`src/rtl/demux_dispatch_pkg.sv`:
```
// Shared types and helpers for the 1x4 demux dispatcher.
// Optional per-channel beat counters are enabled with DEMUX_DISPATCH_STATS_EN.
package demux_dispatch_pkg;

    localparam int NCH   = 4;
    localparam int SEL_W = 2;

    typedef enum logic {
        MODE_DIRECTED = 1'b0,
        MODE_RR       = 1'b1
    } dispatch_mode_t;

    typedef logic [SEL_W-1:0] ch_sel_t;

    // Returns {found, target}: first free channel at or after ptr, wrapping mod 4.
    function automatic logic [SEL_W:0] rr_pick(input ch_sel_t ptr, input logic [NCH-1:0] free);
        logic    found;
        ch_sel_t tgt;
        ch_sel_t idx;
        found = 1'b0;
        tgt   = ptr;
        for (int i = 0; i < NCH; i++) begin
            idx = ptr + ch_sel_t'(i);
            if (!found && free[idx]) begin
                found = 1'b1;
                tgt   = idx;
            end
        end
        return {found, tgt};
    endfunction

endpackage

```
`src/rtl/demux_dispatch_1x4_slot.sv`:
```
// One-entry valid/data holding register for a single output channel.
// A load on the same edge as a drain refills the slot without a bubble.
module demux_slot
    import demux_dispatch_pkg::*;
#(
    parameter int DW = 8
) (
    input  logic          clk,
    input  logic          rst_n,
    input  logic          load_i,
    input  logic          drain_i,
    input  logic [DW-1:0] load_data_i,
    output logic          valid_o,
    output logic [DW-1:0] data_o
);

    logic          valid_q, valid_d;
    logic [DW-1:0] data_q,  data_d;

    always_comb begin
        valid_d = valid_q;
        data_d  = data_q;
        if (load_i) begin
            valid_d = 1'b1;
            data_d  = load_data_i;
        end else if (drain_i) begin
            valid_d = 1'b0;
        end
    end

    always_ff @(posedge clk or negedge rst_n) begin
        if (!rst_n) begin
            valid_q <= 1'b0;
            data_q  <= '0;
        end else begin
            valid_q <= valid_d;
            data_q  <= data_d;
        end
    end

    assign valid_o = valid_q;
    assign data_o  = data_q;

endmodule

```
`src/rtl/demux_dispatch_1x4.sv`:
```
// Registered, flow-controlled 1x4 demux: directed or round-robin target selection.
// Define DEMUX_DISPATCH_STATS_EN to add per-channel saturating beat counters.
module demux_dispatch_1x4
    import demux_dispatch_pkg::*;
#(
    parameter int DW = 8
) (
    input  logic              clk,
    input  logic              rst_n,
    input  logic              mode,
    input  logic              in_valid,
    output logic              in_ready,
    input  logic [DW-1:0]     in_data,
    input  logic [1:0]        in_dest,
    output logic [NCH-1:0]    out_valid,
    input  logic [NCH-1:0]    out_ready,
    output logic [NCH*DW-1:0] out_data,
`ifdef DEMUX_DISPATCH_STATS_EN
    output logic [NCH*16-1:0] beat_cnt,
    input  logic              stats_clr,
`endif
    output logic [1:0]        last_sel
);

    dispatch_mode_t   mode_e;
    logic [NCH-1:0]   free;
    logic [SEL_W:0]   rr_res;
    ch_sel_t          target;
    logic             accept;
    ch_sel_t          rr_ptr_q, rr_ptr_d;
    ch_sel_t          last_sel_q, last_sel_d;

    assign mode_e = dispatch_mode_t'(mode);
    assign free   = ~out_valid | out_ready;
    assign rr_res = rr_pick(rr_ptr_q, free);

    // in_ready never depends on in_valid, only on slot state and out_ready.
    always_comb begin
        target   = in_dest;
        in_ready = free[in_dest];
        if (mode_e == MODE_RR) begin
            target   = rr_res[SEL_W-1:0];
            in_ready = rr_res[SEL_W];
        end
    end

    assign accept = in_valid && in_ready;

    always_comb begin
        rr_ptr_d   = rr_ptr_q;
        last_sel_d = last_sel_q;
        if (accept) begin
            last_sel_d = target;
            if (mode_e == MODE_RR) begin
                rr_ptr_d = target + ch_sel_t'(1);
            end
        end
    end

    always_ff @(posedge clk or negedge rst_n) begin
        if (!rst_n) begin
            rr_ptr_q   <= '0;
            last_sel_q <= '0;
        end else begin
            rr_ptr_q   <= rr_ptr_d;
            last_sel_q <= last_sel_d;
        end
    end

    assign last_sel = last_sel_q;

    for (genvar gi = 0; gi < NCH; gi++) begin : g_slot
        demux_slot #(.DW(DW)) u_slot (
            .clk         (clk),
            .rst_n       (rst_n),
            .load_i      (accept && (target == ch_sel_t'(gi))),
            .drain_i     (out_ready[gi]),
            .load_data_i (in_data),
            .valid_o     (out_valid[gi]),
            .data_o      (out_data[gi*DW +: DW])
        );
    end

`ifdef DEMUX_DISPATCH_STATS_EN
    for (genvar gi = 0; gi < NCH; gi++) begin : g_stats
        logic [15:0] cnt_q, cnt_d;

        // Clear takes priority over a same-edge increment.
        always_comb begin
            cnt_d = cnt_q;
            if (stats_clr) begin
                cnt_d = '0;
            end else if (out_valid[gi] && out_ready[gi] && (cnt_q != 16'hFFFF)) begin
                cnt_d = cnt_q + 16'd1;
            end
        end

        always_ff @(posedge clk or negedge rst_n) begin
            if (!rst_n) begin
                cnt_q <= '0;
            end else begin
                cnt_q <= cnt_d;
            end
        end

        assign beat_cnt[gi*16 +: 16] = cnt_q;
    end
`endif

endmodule

```
`config.mk`:
```
export PLATFORM = sky130hd
export DESIGN_NAME = demux_dispatch_1x4
export DESIGN_NICKNAME = d
export VERILOG_FILES = /design/src/rtl/demux_dispatch_pkg.sv /design/src/rtl/demux_dispatch_1x4_slot.sv /design/src/rtl/demux_dispatch_1x4.sv
export SDC_FILE = /design/constraint.sdc
export NUM_CORES = 1
export LEC_CHECK = 0
export BUFFER_PORTS_ARGS = -buffer_cell sky130_fd_sc_hd__buf_2
export CAP_MARGIN = 0
export CORE_MARGIN = 10
export CORE_UTILIZATION = 47
export CTS_CLUSTER_SIZE = 30
export DETAILED_ROUTE_END_ITERATION = 10
export PLACE_DENSITY = 0.74
export SLEW_MARGIN = 20
export SYNTH_ARGS = -nofsm -noshare
export SYNTH_HDL_FRONTEND = slang
export SYNTH_SLANG_ARGS = --single-unit
```
`constraint.sdc`:
```
create_clock -name clk -period 2.7 [get_ports clk]
set_clock_uncertainty 0.1 [all_clocks]
set_input_delay 0.54 -clock clk [delete_from_list [all_inputs] [get_ports clk]]
set_output_delay 0.54 -clock clk [all_outputs]
set_load 0.01 [all_outputs]
```
==> flow_metrics.py, run 1 <==
metrics = {
    "yosys": {
        "ys_seq_area_frac": 0.529,
        "synth_top_cell_area_share": 0.529,
        "netlist_area_um2": 1890,
        "synth_cells": 145,
        "synth_edf_count": 0,
        "ys_top_cells_by_count": "dfrtp_1, mux2_2, nand2_1",
        "synthArstFlopShare": 1.00,
        "ys_top_cells_by_area": "dfrtp_1, mux2_2, buf_4",
        "yosysTopAreaCell": "dfrtp_1",
        "avgSynthCellArea_um2": 13.1,
        "yosys.cell_types.count": 41,
        "synthMostInstantiatedCell": "dfrtp_1",
        "synth_fp_nets": 163,
        "synth-seq-cells": 40,
        "synth_warnings": 0,
        "synth_flop_cell": "dfrtp_1",
    },
    "worst_setup_path": {
        "crit_required_ns": 2.77,
        "worstPathArrival_ns": 2.50,
        "path_class": "reg -> reg",
        "worst_setup_path_start_kind": "flop",
        "critPathMaxFanout": 9,
        "crit_path_end_kind": "flop",
    },
    "grt": {
        "grt_overflow": 0,
        "met2_usage": 0.227,
        "grt_pass1_vias": 1563,
        "grt_usage": 0.132,
        "grt_use_met1": 0.138,
        "antenna_found_initial": 0,
        "grt_pass1_wl_mm": 7.67,
        "grtUsageMet3": 0.0605,
        "top_usage_layer": "met2",
        "grt_start_max_net_pins": 41,
    },
    "pwr": {
        "power_leakage_uw": 0.00109,
        "power_density_nw_per_um2": 1060,
        "vdd_ir_drop_max_uv": 625,
    },
    "flow_run": {
        "max-cap-violations": 0,
    },
    "sta": {
        "finalHoldViolCount": 0,
        "fin_ws_ns": 0.270,
        "relSlewSlack": 0.424,
        "timing.setup.tns_ns": 0,
        "period_minus_slack_ns": 2.43,
        "rsz0062_at_grt": "no",
        "tightest_slew_ns": 0.865,
        "slew_viol_final": 0,
        "fmax_ghz": 0.412,
        "finalSetupViolCount": 0,
        "post-route-period-util": 0.900,
    },
    "floorplan": {
        "floorplan.initialDensity": 0.480,
        "fp.dieW_um": 83.5,
        "core_um2": 3940,
        "dieArea_um2": 6970,
        "io_pins": 57,
        "dieHeight_um": 83.5,
        "rows": 23,
    },
    "outcome": {
        "outcome": "completed",
    },
    "place": {
        "pre_cts_slack_ns": 0.0255,
        "routabilityCongestion": 0.857,
        "numPortBuffers": 56,
        "place_hpwl_mm": 3.53,
    },
    "finish": {
        "syn_to_final_growth_pct": 22.3,
        "n_antenna_cell": 0,
        "layout-drive-gt1-share": 0.563,
        "final_util": 0.587,
        "multi_input_comb_area_um2": 837,
        "fill_cells": 330,
        "fin_nets": 223,
        "register_area_um2": 1000,
    },
    "clocking": {
        "path_clk_slew_ns": 0.07,
        "clock_latency_ns": 0.29,
        "cts.sinks": 40,
        "cts_resized": 0,
        "numCtsBuffers": 5,
        "ctsHtreeMaxLevel": 2,
        "holdBufCountCts": 0,
        "cts_tree": "yes",
        "clockBufferDepth": 2,
        "cts_setup_buffers": 0,
        "cts-root-buf": "clkbuf_8",
    },
    "detailed_routing": {
        "vias": 1408,
        "drt_iter0_markers": 74,
        "wl_per_cell_um": 17.9,
        "ant_nets": 0,
        "drc": 0,
        "firstDrtPassIters": 4,
        "viasPerCell": 5.50,
        "wl_mm": 4.59,
    },
    "min_path": {
        "hold_class": "in -> async",
    },
}
final cells by class:
class | instances | area share
Timing Repair Buffer | 61 | 0.137
Clock buffer | 6 | 0.0357
Sequential cell | 40 | 0.432
Inverter | 1 | 0.00162
Multi-Input combinational cell | 96 | 0.362
Clock inverter | 2 | 0.00432
Tap cell | 50 | 0.0270
state kept, by name (all words and copies together), names as in the netlist:
name	cells
rr_ptr_q	2
g_slot.u_slot.data_o	32
g_slot.u_slot.valid_o	4
last_sel	2
where the power goes:
| part | switching, uW | internal (uW) | total (uW) | leakage [uW] |
|---|---|---|---|---|
| Clock | 190 | 204 | 394 | 0.0000510 |
| Sequential | 175 | 879 | 1050 | 0.000480 |
| Combinational | 504 | 500 | 1000 | 0.000562 |
| Total | 870 | 1580 | 2450 | 0.00109 |
critical path, stage by stage, from the launching register on:
cell,delay [ns]
dfrtp_1,0.40
nor2b_1,0.16
buf_4,0.16
o21ai_0,0.30
nand3_1,0.14
nand3_2,0.19
nor3b_4,0.47
mux2_2,0.39
kinds of logic (layout without fill, tap and decap cells):
family,after synthesis,in the layout,share of synthesized area
mux,33,33,0.196
simple gates,37,37,0.147
buf+inv,9,70,0.0291
compound gates,26,26,0.0991
flops,40,40,0.529
path summary, 6_finish.rpt:
| kind | from | endpoint | slack (ns) | cells past startpoint |
|---|---|---|---|---|
| setup / recovery | g_slot[2].u_slot.valid_o | g_slot[3].u_slot.data_o[2] | 0.27 | 7 |
| hold / removal | rst_n | g_slot[2].u_slot.data_o[2] | 0.27 | 1 |
| setup reg to reg | g_slot[2].u_slot.valid_o | g_slot[3].u_slot.data_o[2] | 0.27 | 7 |
| hold reg to reg | g_slot[2].u_slot.data_o[6] | g_slot[2].u_slot.data_o[6] | 0.41 | 1 |
| max in group asynchronous | rst_n | g_slot[0].u_slot.valid_o | 1.69 | 1 |
| min in group clk | g_slot[2].u_slot.data_o[6] | g_slot[2].u_slot.data_o[6] | 0.41 | 1 |
stage by stage:
stage	area (um2)	instances	hold slack [ns]	power (uW)
final	2310	256	0.268	2450
after global routing	2310	256	0.315	2620
after CTS	2310	256	0.283	2490
after detailed placement	2220	248	0.391	2080
after global placement	2220	248	0.385	2030
after floorplan	1890	145	0.144	1650
layer usage:
| metal | vias up | routed length (um) |
|---|---|---|
| li1 | 650 | - |
| met1 | 690 | 1780 |
| met2 | 60 | 2350 |
| met3 | 8 | 393 |
| met4 | 0 | 65 |
| met5 | - | 0 |
cell usage in the layout (no fill, tap or decap), types with 2 or more instances in the layout:
master | netlist | routed
nor3_4 | 2 | 2
nor2b_1 | 3 | 3
nand2_1 | 7 | 7
nor2_1 | 3 | 3
nand3_1 | 2 | 2
nand2b_1 | 3 | 3
dfrtp_1 | 40 | 40
o21ai_0 | 6 | 6
buf_2 | 2 | 56
o21a_1 | 2 | 2
clkinv_2 | 0 | 2
or2_2 | 3 | 3
buf_4 | 5 | 5
o211ai_1 | 2 | 2
a21oi_1 | 3 | 3
clkbuf_8 | 0 | 6
a211o_1 | 2 | 2
mux2_2 | 33 | 33
nand4bb_1 | 2 | 2
nor3b_1 | 2 | 2
(Power assumes the default switching activity.)
==> inputs of run 2 (changes only) <==
--- a/config.mk
+++ b/config.mk
@@ -5,13 +5,14 @@
 export SDC_FILE = /design/constraint.sdc
 export NUM_CORES = 1
 export LEC_CHECK = 0
+export ABC_AREA = 1
 export BUFFER_PORTS_ARGS = -buffer_cell sky130_fd_sc_hd__buf_2
 export CAP_MARGIN = 0
 export CORE_MARGIN = 10
 export CORE_UTILIZATION = 47
 export CTS_CLUSTER_SIZE = 30
 export DETAILED_ROUTE_END_ITERATION = 10
-export PLACE_DENSITY = 0.74
+export PLACE_DENSITY = 0.79
 export SLEW_MARGIN = 20
 export SYNTH_ARGS = -nofsm -noshare
 export SYNTH_HDL_FRONTEND = slang
==> flow_metrics.py, run 2 <==
metrics = {
    "pwr": {
        "internal-power_uw": 1440,
        "combPwrFrac": 0.431,
        "power_leakage_uw": 0.00144,
        "vdd_ir_drop_max_uv": 474,
        "power_density_nw_per_um2": 993,
        "switching_share": 0.428,
        "seqPwrFrac": 0.417,
        "p_sw_uw": 1080,
        "clkPwrFrac": 0.152,
    },
    "worst_setup_path": {
        "startpoint": "rr_ptr_q[0]",
        "path_class": "reg -> out",
        "cp_top_family": "flip-flops",
        "critical_path.max_stage_delay_ns": 0.64,
        "crit_buf_inv": 2,
        "critPathMaxFanout": 9,
        "crit_slowest_cell": "dfrtp_1",
        "r2r_start": "rr_ptr_q[0]",
        "path_cells": "nand3_2, nand3_1, nand2_1, inv_1, nand3_2, nand2_2, nand2_1, buf_2",
        "crit_required_ns": 2.06,
        "crit_path_end_kind": "output pin",
        "worstPathArrival_ns": 1.86,
        "worst_setup_path_start_kind": "flop",
    },
    "yosys": {
        "ys_seq_area_frac": 0.452,
        "yosys.cell_types.count": 23,
        "ys_top_cells_by_count": "nand2_1, dfrtp_1, nand3_1",
        "synth_top_cell_area_share": 0.452,
        "muxShareOfSynthArea": 0,
        "netlist_area_um2": 2210,
        "synthArstFlopShare": 1.00,
        "synthMostInstantiatedCell": "nand2_1",
        "synth-seq-cells": 40,
        "synth_flop_cell": "dfrtp_1",
        "yosysTopAreaCell": "dfrtp_1",
        "synth-compound-area-share": 0.0305,
        "synth_fp_nets": 281,
        "synth_top_family_by_area": "simple AND/OR/NAND/NOR gates",
        "synth_warnings": 0,
        "avgSynthCellArea_um2": 8.42,
        "synth_fa_ha_area_frac": 0,
        "synth_cells": 263,
        "synth_edf_count": 0,
        "ys_top_cells_by_area": "dfrtp_1, nand2_1, nand3_1",
        "synth_xor_area_frac": 0,
        "synth-simple-area-share": 0.425,
    },
    "detailed_routing": {
        "wl_mm": 5.56,
        "ant_nets": 0,
        "viasPerCell": 5.19,
        "drt_iter0_markers": 161,
        "wl_per_cell_um": 15.2,
        "drc": 0,
        "firstDrtPassIters": 5,
        "vias": 1903,
    },
    "grt": {
        "grt_pass1_vias": 1806,
        "grt_overflow": 0,
        "grt_usage": 0.141,
        "grt_start_max_net_pins": 41,
        "grt_pass1_wl_mm": 8.78,
        "antenna_found_initial": 0,
    },
    "finish": {
        "layout_commonest_cell": "nand2_1",
        "syn_to_final_growth_pct": 14.4,
        "layout-drive-gt1-share": 0.317,
        "final_util": 0.570,
        "largest_reg_flops": 32,
        "final_cells": 367,
        "n_antenna_cell": 0,
        "stdcell_area_um2": 2530,
        "fin_nets": 333,
        "layout_common_cells": "nand2_1, buf_2, dfrtp_1, nand3_1, nand4_1",
    },
    "sta": {
        "timing.setup.tns_ns": 0,
        "finalHoldViolCount": 0,
        "rsz0062_at_grt": "no",
        "relSlewSlack": 0.427,
        "slew_viol_final": 0,
        "tightest_slew_ns": 0.860,
        "fin_ws_ns": 0.201,
        "post-route-period-util": 0.925,
        "period_minus_slack_ns": 2.50,
        "finalSetupViolCount": 0,
        "fmax_ghz": 0.400,
    },
    "clocking": {
        "numCtsBuffers": 5,
        "clockBufferDepth": 2,
        "clock_latency_ns": 0.29,
        "ctsHtreeMaxLevel": 2,
        "path_clk_slew_ns": 0.08,
        "cts.sinks": 40,
        "cts-root-buf": "clkbuf_8",
        "cts_tree": "yes",
        "holdBufCountCts": 0,
        "cts_setup_buffers": 0,
        "cts_resized": 0,
    },
    "min_path": {
        "hold_class": "in -> async",
    },
    "place": {
        "dpl-instance-area_um2": 2450,
        "numPortBuffers": 56,
        "pre_cts_slack_ns": 0.203,
        "routabilityCongestion": 0.876,
        "place_hpwl_mm": 4.21,
        "dp.cells": 360,
    },
    "outcome": {
        "outcome": "completed",
    },
    "floorplan": {
        "io_pins": 57,
        "floorplan.initialDensity": 0.498,
        "dieArea_um2": 7850,
        "core_um2": 4440,
        "rows": 24,
        "dieHeight_um": 88.6,
        "fp.dieW_um": 88.6,
    },
    "flow_run": {
        "max-cap-violations": 0,
    },
}
-- run 2: cell types whose count changed after synthesis, moves of 6 or more --
cell | previous run | this run
buf_6 | 0 | 6
inv_1 | 1 | 14
mux2_2 | 33 | 0
nand2_1 | 7 | 103
nand2_2 | 1 | 10
nand3_1 | 2 | 32
nand3_2 | 1 | 10
nand4_1 | 0 | 17
-- run 2: cells by family (layout without fill, tap and decap cells) --
group	after synthesis	in the layout
AND/OR/NAND/NOR	182	182
flip-flops	40	40
AO/OA/AOI/OAI	9	9
buffers and inverters	32	84
-- run 2: final timing paths --
check / to / slack, ns / depth (start not counted)
max: in_ready / 0.20 / 8
min: g_slot[2].u_slot.data_o[3] / 0.25 / 1
max reg2reg: g_slot[3].u_slot.data_o[1] / 0.23 / 11
min reg2reg: g_slot[0].u_slot.data_o[1] / 0.37 / 2
max in group asynchronous: g_slot[3].u_slot.valid_o / 1.71 / 1
min in group clk: g_slot[3].u_slot.valid_o / 0.35 / 2
-- run 2: power groups by stage --
stage / sequential, uW / combinational (uW) / clock (uW)
floorplan: 1140 / 626 / 0
global placement: 1050 / 1070 / 0
detailed placement: 1060 / 1100 / 0
CTS: 1050 / 1110 / 390
global route: 1080 / 1220 / 411
finish: 1050 / 1080 / 383
-- run 2: layer usage --
layer,vias up,track usage,share of wire
met5,-,0,0
met4,0,0.0514,0.015
met3,6,0.0423,0.077
met2,63,0.213,0.46
met1,876,0.186,0.44
li1,958,-,-
-- run 2: area by class of cell --
type | count | area (um2)
multi-input combinational | 191 | 1010
sequential | 40 | 1000
clock buffer | 5 | 68.8
tap | 52 | 65.1
timing repair buffer | 59 | 303
clock inverter | 2 | 12.5
fill | 407 | 1910
inverter | 18 | 75.1
-- run 2: stage by stage --
| step | hold slack (ns) | total power [uW] |
|---|---|---|
| after floorplan | 0.144 | 1770 |
| after global routing | 0.328 | 2720 |
| after CTS | 0.280 | 2550 |
| after detailed placement | 0.354 | 2160 |
| after global placement | 0.352 | 2130 |
| final | 0.252 | 2520 |
==> inputs of run 3 (changes only) <==
--- a/config.mk
+++ b/config.mk
@@ -8,6 +8,7 @@
 export ABC_AREA = 1
 export BUFFER_PORTS_ARGS = -buffer_cell sky130_fd_sc_hd__buf_2
 export CAP_MARGIN = 0
+export CORE_ASPECT_RATIO = 1.4
 export CORE_MARGIN = 10
 export CORE_UTILIZATION = 47
 export CTS_CLUSTER_SIZE = 30
==> flow_metrics.py, run 3 (synthesized netlist as in run 2, its figures left out) <==
metrics = {
    "grt": {
        "antenna_found_initial": 0,
        "grt_pass1_vias": 1964,
        "grt_pass1_wl_mm": 9.43,
        "grt_overflow": 0,
        "grt_usage": 0.146,
        "grt_start_max_net_pins": 41,
    },
    "worst_setup_path": {
        "r2r_start": "rr_ptr_q[0]",
        "worst_r2r_endpoint": "g_slot[0].u_slot.data_o[7]",
        "critical_path.max_stage_delay_ns": 0.62,
        "path_class": "reg -> out",
        "critPathMaxFanout": 9,
        "worst_setup_path_start_kind": "flop",
        "reg2reg_depth": 13,
        "crit_required_ns": 2.06,
        "worstPathArrival_ns": 1.79,
        "crit_slowest_cell": "dfrtp_1",
        "r2r_slack_ns": 0.28,
        "path_cells": "nand3_2, nand3_1, nand2_1, inv_1, nand3_2, nand2_2, nand2_1, buf_2",
        "crit_path_end_kind": "output pin",
    },
    "clocking": {
        "numCtsBuffers": 5,
        "cts_setup_buffers": 0,
        "cts.sinks": 40,
        "cts_tree": "yes",
        "clockBufferDepth": 2,
        "ctsHtreeMaxLevel": 2,
        "cts-root-buf": "clkbuf_8",
        "holdBufCountCts": 0,
        "clock_latency_ns": 0.29,
        "cts_resized": 0,
        "path_clk_slew_ns": 0.07,
    },
    "floorplan": {
        "dieHeight_um": 101,
        "dieArea_um2": 7890,
        "rows": 29,
        "io_pins": 57,
        "fp.dieW_um": 78,
        "core_um2": 4540,
        "floorplan.initialDensity": 0.488,
    },
    "finish": {
        "largest_reg_flops": 32,
        "syn_to_final_growth_pct": 15.4,
        "layout_common_cells": "nand2_1, buf_2, dfrtp_1, nand3_1, nand4_1",
        "fill_cells": 423,
        "fin_nets": 333,
        "layout_commonest_cell": "nand2_1",
        "layout-drive-gt1-share": 0.313,
        "n_antenna_cell": 0,
        "stdcell_area_um2": 2550,
    },
    "sta": {
        "finalHoldViolCount": 0,
        "period_minus_slack_ns": 2.43,
        "timing.setup.tns_ns": 0,
        "finalSetupViolCount": 0,
        "tightest_slew_ns": 0.877,
        "rsz0062_at_grt": "no",
        "fmax_ghz": 0.412,
        "relSlewSlack": 0.415,
        "post-route-period-util": 0.899,
        "slew_viol_final": 0,
    },
    "outcome": {
        "outcome": "completed",
    },
    "place": {
        "numPortBuffers": 56,
        "dpl-instance-area_um2": 2460,
        "place_hpwl_mm": 4.33,
        "routabilityCongestion": 0.965,
    },
    "detailed_routing": {
        "drt_iter0_markers": 98,
        "wl_mm": 5.65,
        "drc": 0,
        "viasPerCell": 5.20,
        "wl_per_cell_um": 14.9,
        "vias": 1967,
        "ant_nets": 0,
        "firstDrtPassIters": 4,
    },
    "flow_run": {
        "max-cap-violations": 0,
    },
    "pwr": {
        "switching_share": 0.421,
        "power_leakage_uw": 0.00144,
        "clkPwrFrac": 0.160,
        "p_sw_uw": 1070,
        "seqPwrFrac": 0.409,
        "combPwrFrac": 0.431,
        "vdd_ir_drop_max_uv": 601,
        "power_density_nw_per_um2": 998,
        "internal-power_uw": 1480,
    },
    "min_path": {
        "hold_class": "in -> async",
    },
}
[run 3: changes by cell type in the layout (fill, tap and decap cells not counted)]
cell,before,now
clkinv_2,1,0
clkbuf_8,5,6
clkbuf_1,0,2
clkinvlp_4,1,0
[run 3: metrics by stage]
stage	worst slack, ns	total power, uW	util	cells	hold slack (ns)
2_1_floorplan	0.750	1770	-	263	0.144
3_3_place_gp	0.281	2140	0.543	370	0.351
3_5_place_dp	0.253	2170	0.543	370	0.354
4_1_cts	0.266	2580	0.563	378	0.291
5_1_grt	0.0498	2750	0.563	378	0.319
6_report	0.272	2550	0.563	378	0.256
[run 3: power by group through the flow]
| stage | Clock, uW | Sequential (uW) | Combinational (uW) |
|---|---|---|---|
| 2_1_floorplan | 0 | 1140 | 626 |
| 3_3_place_gp | 0 | 1050 | 1090 |
| 3_5_place_dp | 0 | 1050 | 1120 |
| 4_1_cts | 417 | 1040 | 1120 |
| 5_1_grt | 438 | 1080 | 1230 |
| 6_report | 407 | 1040 | 1100 |
[run 3: worst max-delay path by stage]
stage | startpoint | end | slack [ns] | cells after the start
after detailed placement | out_ready[3] | g_slot[0].u_slot.data_o[0] | 0.25 | 13
after floorplan | out_ready[3] | g_slot[2].u_slot.data_o[5] | 0.75 | 13
after global routing | rr_ptr_q[0] | g_slot[0].u_slot.data_o[1] | 0.05 | 13
final | rr_ptr_q[0] | in_ready | 0.27 | 8
after CTS | rr_ptr_q[0] | in_ready | 0.27 | 8
after global placement | out_ready[3] | g_slot[0].u_slot.data_o[6] | 0.28 | 13
[run 3: layout make-up]
| class | instances | area, um2 | area share |
|---|---|---|---|
| multi-input cells | 191 | 1010 | 0.394 |
| flip-flops and latches | 40 | 1000 | 0.392 |
| repair buffers | 59 | 303 | 0.119 |
| clock buffers | 8 | 90.1 | 0.0353 |
| well taps | 62 | 77.6 | 0.0304 |
| inverters | 18 | 75.1 | 0.0294 |
[run 3: layer usage]
metal | share of wire | vias to the layer above | global-route usage | routed length [um]
met5 | 0 | - | 0 | 0
met4 | 0.019 | 0 | 0.0609 | 106
met3 | 0.077 | 9 | 0.0461 | 434
met2 | 0.51 | 69 | 0.250 | 2870
met1 | 0.40 | 928 | 0.166 | 2240
li1 | - | 961 | - | -
[run 3: critical path, delay by kind of cell, from the launching register on]
kind	cells	cell delay (ns)
flip-flops	1	0.62
AND/OR/NAND/NOR	6	0.60
buffers and inverters	2	0.28
